===== config.mk =====
export PLATFORM = sky130hd
export DESIGN_NAME = cam_link_tx
export DESIGN_NICKNAME = d
export VERILOG_FILES = /design/src/rtl/cam_link_pkg.sv /design/src/rtl/cam_link_tx.sv
export SDC_FILE = /design/constraint.sdc
export NUM_CORES = 1
export LEC_CHECK = 0
export CAP_MARGIN = 20
export CORE_ASPECT_RATIO = 1.75
export CORE_MARGIN = 1.5
export CORE_UTILIZATION = 52
export CTS_CLUSTER_DIAMETER = 40
export DETAILED_ROUTE_END_ITERATION = 10
export PLACE_DENSITY = 0.83
export SETUP_SLACK_MARGIN = 0.1
export SYNTH_ARGS = -nofsm -noshare
export SYNTH_HDL_FRONTEND = slang
export SYNTH_SLANG_ARGS = --single-unit

===== constraint.sdc =====
create_clock -name clk_in -period 2.6 [get_ports clk_in]
set_input_delay 0.26 -clock clk_in [delete_from_list [all_inputs] [get_ports clk_in]]
set_output_delay 0.26 -clock clk_in [all_outputs]
set_load 0.05 [all_outputs]

===== src/rtl/cam_link_pkg.sv =====
// Shared definitions for the 11-bit parallel camera-location link.
// The receiver imports the same package so both ends agree on word packing.
package cam_link_pkg;

    localparam int WORD_W      = 11;
    localparam int FRAME_WORDS = 3;
    localparam int PAYLOAD_W   = 30;

    typedef enum logic [1:0] {
        IDLE,
        LOW,
        HIGH,
        GAP
    } link_state_t;

    // Word k of a frame: two full 11-bit slices, then the top byte with even parity at bit 8
    function automatic logic [WORD_W-1:0] pack_word(input logic [PAYLOAD_W-1:0] payload,
                                                    input logic [1:0]           k);
        logic [WORD_W-1:0] word;
        case (k)
            2'd0:    word = payload[10:0];
            2'd1:    word = payload[21:11];
            default: word = {2'b00, ^payload, payload[29:22]};
        endcase
        return word;
    endfunction

endpackage


===== src/rtl/cam_link_tx.sv =====
// Transmit side of the camera-location link: one payload becomes three strobed
// words framed by a lock signal, followed by an idle gap before the next frame.
module cam_link_tx
    import cam_link_pkg::*;
#(
    parameter int CLK_DIV    = 2,
    parameter int GAP_CYCLES = 4
) (
    input  logic                 clk_in,
    input  logic                 rst_in,
    input  logic [PAYLOAD_W-1:0] data_in,
    input  logic                 valid_in,
    output logic                 ready_out,
    output logic [WORD_W-1:0]    data_out,
    output logic                 link_clk_out,
    output logic                 link_lock_out,
    output logic                 frame_done_out
);

    localparam int                 MAX_DUR   = (CLK_DIV > GAP_CYCLES) ? CLK_DIV : GAP_CYCLES;
    localparam int                 CNT_W     = $clog2(MAX_DUR) + 1;
    localparam logic [CNT_W-1:0]   DIV_LOAD  = CNT_W'(CLK_DIV - 1);
    localparam logic [CNT_W-1:0]   GAP_LOAD  = CNT_W'(GAP_CYCLES - 1);
    localparam logic [1:0]         LAST_WORD = 2'(FRAME_WORDS - 1);

    link_state_t            r_state;
    logic [CNT_W-1:0]       r_cnt;
    logic [1:0]             r_wordIdx;
    logic [PAYLOAD_W-1:0]   r_payload;
    logic [WORD_W-1:0]      r_data;
    logic                   r_clk;
    logic                   r_lock;
    logic                   r_done;

    link_state_t            w_nextState;
    logic [CNT_W-1:0]       w_nextCnt;
    logic [1:0]             w_nextWordIdx;
    logic [PAYLOAD_W-1:0]   w_nextPayload;
    logic [WORD_W-1:0]      w_nextData;
    logic                   w_nextClk;
    logic                   w_nextLock;
    logic                   w_nextDone;

    assign ready_out      = (r_state == IDLE);
    assign data_out       = r_data;
    assign link_clk_out   = r_clk;
    assign link_lock_out  = r_lock;
    assign frame_done_out = r_done;

    // Next-state logic; the phase counter reloads on each state change and counts down to zero,
    // and the output registers are derived from the state being entered so they never lag a cycle
    always_comb begin
        w_nextState   = r_state;
        w_nextCnt     = r_cnt;
        w_nextWordIdx = r_wordIdx;
        w_nextPayload = r_payload;
        case (r_state)
            IDLE: begin
                if (valid_in) begin
                    w_nextState   = LOW;
                    w_nextCnt     = DIV_LOAD;
                    w_nextWordIdx = 2'd0;
                    w_nextPayload = data_in;
                end
            end
            LOW: begin
                if (r_cnt == '0) begin
                    w_nextState = HIGH;
                    w_nextCnt   = DIV_LOAD;
                end else begin
                    w_nextCnt = r_cnt - CNT_W'(1);
                end
            end
            HIGH: begin
                if (r_cnt == '0) begin
                    if (r_wordIdx == LAST_WORD) begin
                        w_nextState = GAP;
                        w_nextCnt   = GAP_LOAD;
                    end else begin
                        w_nextState   = LOW;
                        w_nextCnt     = DIV_LOAD;
                        w_nextWordIdx = r_wordIdx + 2'd1;
                    end
                end else begin
                    w_nextCnt = r_cnt - CNT_W'(1);
                end
            end
            GAP: begin
                if (r_cnt == '0) begin
                    w_nextState = IDLE;
                    w_nextCnt   = '0;
                end else begin
                    w_nextCnt = r_cnt - CNT_W'(1);
                end
            end
            default: begin
                w_nextState = IDLE;
                w_nextCnt   = '0;
            end
        endcase

        w_nextLock = (w_nextState == LOW) || (w_nextState == HIGH);
        w_nextClk  = (w_nextState == HIGH);
        w_nextData = w_nextLock ? pack_word(w_nextPayload, w_nextWordIdx) : '0;
        w_nextDone = (w_nextState == GAP) && (r_state != GAP);
    end

    // State, counter, latched payload and all link outputs; reset abandons any frame in flight
    always_ff @(posedge clk_in or posedge rst_in) begin
        if (rst_in) begin
            r_state   <= IDLE;
            r_cnt     <= '0;
            r_wordIdx <= 2'd0;
            r_payload <= '0;
            r_data    <= '0;
            r_clk     <= 1'b0;
            r_lock    <= 1'b0;
            r_done    <= 1'b0;
        end else begin
            r_state   <= w_nextState;
            r_cnt     <= w_nextCnt;
            r_wordIdx <= w_nextWordIdx;
            r_payload <= w_nextPayload;
            r_data    <= w_nextData;
            r_clk     <= w_nextClk;
            r_lock    <= w_nextLock;
            r_done    <= w_nextDone;
        end
    end

endmodule


After elaboration in Yosys (flattened, before gate mapping). Index checks and enable logic that the tools add are counted.

Register bits after elaboration: 51. Input bits: 33. Output and inout port bits: 15. Logic and storage cells: 46.

Add/sub/neg operators: 2. Equality and inequality tests: 10. Multiplexer cells: 20. Reduce and logical (&&, ||, !) cells: 6.

Operators with widths (number): $mux W30 (2); $reduce_xor A30 Y1 (1); $pmux W11 S2 (1); $mux W2 (9); $mux W3 (4); $pmux W3 S4 (1); $mux W11 (1); $eq A2 B2 Y1 const B (5); $pmux W2 S4 (1); $eq A2 B1 Y1 const B (3); $logic_not A2 Y1 (2); $ne A2 B2 Y1 const B (2); $pmux W2 S2 (1); $logic_not A3 Y1 (1); $sub A3 B1 Y3 const B (1); $add A2 B1 Y2 const B (1); $logic_and A1 B1 Y1 (1); $logic_or A1 B1 Y1 (1).

Longest topological paths before layout.
Depth after elaboration: 7. Mapped depth: 8. Depth with buffers taken out: 8.

Least setup slack after synthesis. OpenSTA, ideal clock, no wires.

Path kind: register to register. From: register r_cnt[0]. To: register r_data[0] (netlist: data_out[0]). Data arrival time: 1931 ps. Setup slack: 549 ps. Stages on the path, launching flop included: 9. Path buffers: 1. Path through: dfrtp_1 inv_1 ha_1 nor4bb_4 buf_6 nor3_2 a21oi_4 mux2_2 o211a_1.

Cells in the longest elaborated chain, start to end: 6. Elaborated cells between the ends (all ways): 14. Classes of those cells: 3 x eq/ne; 8 x mux; 3 x reduce/logical.

Ends and longest elaborated chain: from (decl) (RTL line cam_link_tx.sv:27) `logic [CNT_W-1:0] r_cnt;`; from (signal assigned) (RTL line cam_link_tx.sv:121) `r_cnt <= w_nextCnt;`; $logic_not A3 Y1 * (RTL line cam_link_tx.sv:67, cam_link_tx.sv:75, cam_link_tx.sv:89); $mux W2, on equally long branches (RTL line cam_link_tx.sv:75, cam_link_tx.sv:89, cam_link_tx.sv:67); $pmux W2 S2 / $pmux W2 S4 (equally long branches) (RTL line cam_link_tx.sv:57) `case (r_state)`; $eq A2 B1 Y1 (tied with other cells) (RTL line cam_link_pkg.sv:20) `case (k)`; $pmux W11 S2 / $logic_or A1 B1 Y1 (equally long branches) (RTL line cam_link_pkg.sv:20, cam_link_tx.sv:102); $mux W11 * (RTL line cam_link_tx.sv:104) `w_nextData = w_nextLock ? pack_word(w_nextPayload, w_nextWordIdx) : '0;`; net w_nextData[0] (RTL line cam_link_tx.sv:39) `logic [WORD_W-1:0] w_nextData;`; to (signal assigned) (RTL line cam_link_tx.sv:124) `r_data <= w_nextData;`; to (decl) (RTL line cam_link_tx.sv:30) `logic [WORD_W-1:0] r_data;`.

Mark *: on every way through the listed nets, which the timed path passes. The rest lies on a longest branch. A chain may end at the register's enable or synchronous reset.

Final worst setup path.
From: register r_state[1]. To: register r_data[0] (netlist: data_out[0]).

Cells in the longest elaborated chain, start to end: 5. Elaborated cells between the ends (all ways): 18. Classes of those cells: 6 x eq/ne; 9 x mux; 3 x reduce/logical.

Ends and longest elaborated chain: from (decl) (RTL line cam_link_tx.sv:26) `link_state_t r_state;`; from (signal assigned) (RTL line cam_link_tx.sv:120) `r_state <= w_nextState;`; $eq A2 B2 Y1 (tied with other cells) (RTL line cam_link_tx.sv:57); $pmux W2 S2 / $pmux W2 S4 (equally long branches) (RTL line cam_link_tx.sv:57); $eq A2 B1 Y1 (tied with other cells) (RTL line cam_link_pkg.sv:20); $pmux W11 S2 / $logic_or A1 B1 Y1 (equally long branches) (RTL line cam_link_pkg.sv:20, cam_link_tx.sv:102); $mux W11 * (RTL line cam_link_tx.sv:104); net w_nextData[0] (RTL line cam_link_tx.sv:39).

Marked as above.

==> flow_summary.ini <==
[clocking]
cts_root_buf = clkbuf_8
clock-sinks = 51
cts_buffers = 5
clk_latency_ns = 0.30
postCtsSetupBuffers = 0
clk_pin_slew_ns = 0.09
clockBufferDepth = 2
cts_tree = yes
htreeDepth = 2

[routing]
wire_per_inst_um = 16.5
drtPass1Iterations = 4
vias = 1624
dr.first_iter.drc_count = 34
drt-total-wl_um = 4950
postRouteAntennaNets = 0
drc = 0
viasPerCell = 5.41

[power_and_ir_drop]
p_int_uw = 3260
ir_drop_mv = 1.36
p_leak_uw = 0.00141
power_density_nw_per_um2 = 1650
comb_power_share_pct = 62.9
pwr-share-seq_pct = 27.7
swShare_pct = 38.4
p_sw_uw = 2030
clkPwrFrac_pct = 9.4

[synthesis]
yosysWarnings = 0
netlist_area_um2 = 2580
netlist.area_leader.share_pct = 49.5
synth-edff-count = 0
synth_cell_types = 38
ys_async_sr_fraction_pct = 100
ys.flop_type = dfrtp_1
yosysMostFrequentCell = dfrtp_1
synth_top_area_cell = dfrtp_1
synth_commonest_cells = 51 x dfrtp_1, 34 x mux2_2, 21 x xnor2_1, 12 x inv_1, 9 x nand2b_1
seq_area_frac_synth_pct = 49.5
syn_inst = 194
synth_seq_cells = 51
synth_nets = 233
synthTopCellsByArea = dfrtp_1 49%, mux2_2 15%, xnor2_1 7.1%
syn_area_per_cell_um2 = 13.3

[sta]
setup_viol = 0
tns_ns = 0
tightestPinTransition_ns = 0.779
rsz0062_at_grt = no
finalCritPeriodShare_pct = 86.1
hold_viol_final = 0
fin_skew_ns = 0.00616
finalWorstPathRequiredPeriod_ns = 2.24
max_freq_mhz = 447
final_max_slew_viol_count = 0
relSlewSlack_pct = 47.8

[setup_path]
startpoint = r_state[1]
critical_path.cell_chain = nor4bb_4, nor3_2, a21oi_4, mux2_2, o211a_1
endpoint_kind = flip-flop
max_stage_delay_ns = 0.58
r2r_slack_ns = 0.36
reg2regPathDepth = 5
cp-start-kind = flip-flop
cp_max_fo = 11
r2r_start = r_state[1]
path_class = reg -> reg
worst_ep_required_time_ns = 2.80
cp.arrival_ns = 2.43
r2r-end = data_out[0]
critPathSlowestCell = dfrtp_1

[placed_design]
placed_area_um2 = 3110
dp_hpwl_um = 3760
gp_congestion = 0.808
placement.io_buffers = 47

[floorplan]
fp.dieW_um = 56.2
start_util_pct = 54.8
row_count = 33
core_um2 = 4710
die-area_um2 = 5410
die_h_um = 96.2
io_pins = 48

[grt]
grt_max_degree = 33
grt_pass1_wl_um = 8130
overflow = 0
grt.total_usage_pct = 20.4
grt_pass1_vias = 1718
antenna_found_initial = 0

[layout]
nFillCells = 365
syn2layout_area_growth_pct = 24.5
fin_area_um2 = 3210
layout-drive-gt1-share_pct = 22.6
nNetsFinal = 286
antenna_cells = 0

[status]
outcome = completed

[job]
max-cap-violations = 0

[min_path]
min_path_type = in -> async
timing repair:
action                     4_1_cts  5_1_grt
hold buffers                     0        0
setup endpoints to repair        0        3
resized for setup                0        1
per-layer routing:
metal / up-vias / global-route usage [%] / part of all wire [%]
met3: 6 / 3.76 / 2.3
met4: 0 / 9.52 / 1.7
met5: - / 0 / 0
li1: 780 / - / -
met2: 25 / 40.2 / 59
met1: 813 / 20.2 / 37
flip-flops by register name, indices dropped and copies added, names as in the netlist:
signal and cells:
r_cnt 3, link_clk_out 1, r_wordIdx 2, frame_done_out 1, data_out 11, r_state 2, link_lock_out 1, r_payload 30
placed cells by master, fill, tap and decap left out, types with 2 or more instances in the layout:
master / synthesis / layout
mux2i_1: 5 / 5
inv_1: 12 / 11
buf_4: 1 / 6
nor2b_1: 2 / 2
ha_1: 6 / 5
and2_1: 2 / 2
nor2_1: 4 / 4
clkdlybuf4s50_1: 0 / 47
dfrtp_1: 51 / 51
o22ai_1: 2 / 2
o21ai_0: 4 / 4
a21oi_1: 3 / 3
xnor2_1: 21 / 21
o211a_1: 8 / 8
mux2_2: 34 / 34
nand2b_1: 9 / 9
clkbuf_8: 0 / 7
xnor3_1: 3 / 3
nand2_1: 2 / 2
stage by stage:
step                      setup WS, ns  std cells  hold slack [ns]  total power (µW)  util [%]
after floorplan                  0.549        194            0.402              4070         -
after global placement           0.237        292            0.524              4720      66.0
after detailed placement         0.223        292            0.532              4780      66.0
after CTS                        0.237        300            0.277              5310      68.1
after global routing             0.164        300            0.323              5620      68.2
final                            0.363        300            0.260              5290      68.2
power by group through the flow:
stage	clock network, µW	logic [µW]	registers (µW)
floorplan	0	2360	1710
global placement	0	3250	1470
detailed placement	0	3300	1490
CTS	498	3340	1470
global route	529	3580	1510
finish	496	3330	1470
kinds of logic after synthesis:
logic type	Yosys count	share of synthesized area [%]
muxes	39	16.8
buffers and inverters	20	4.56
AOI/OAI and AO/OA	28	8.88
xor gates and xnor gates	26	10.7
adders and majority gates	6	2.91
and+or+nand+nor	24	6.65
DFF	51	49.5
how the worst max path moves through the flow:
stage	slack, ns	endpoint	cells after the start
detailed placement	0.22	data_out[0]	6
global route	0.16	data_out[5]	9
global placement	0.24	data_out[1]	6
CTS	0.24	data_out[0]	7
floorplan	0.55	data_out[0]	8
finish	0.36	data_out[0]	5
critical path: cells and delay by family (launching register included):
| kind | cells | cell delay [ns] |
|---|---|---|
| mux | 1 | 0.38 |
| compound gates | 2 | 0.52 |
| simple gates | 2 | 0.64 |
| flops | 1 | 0.58 |
area by class of cell:
cell class              instances  area, µm²  area share, %
flip-flops and latches         51       1280           39.8
inverters                      12       45.0           1.40
well taps                      52       65.1           2.03
repair buffers                 54        536           16.7
clock buffers                   8        100           3.12
multi-input cells             123       1190           37.0
(Power assumes the default switching activity.)
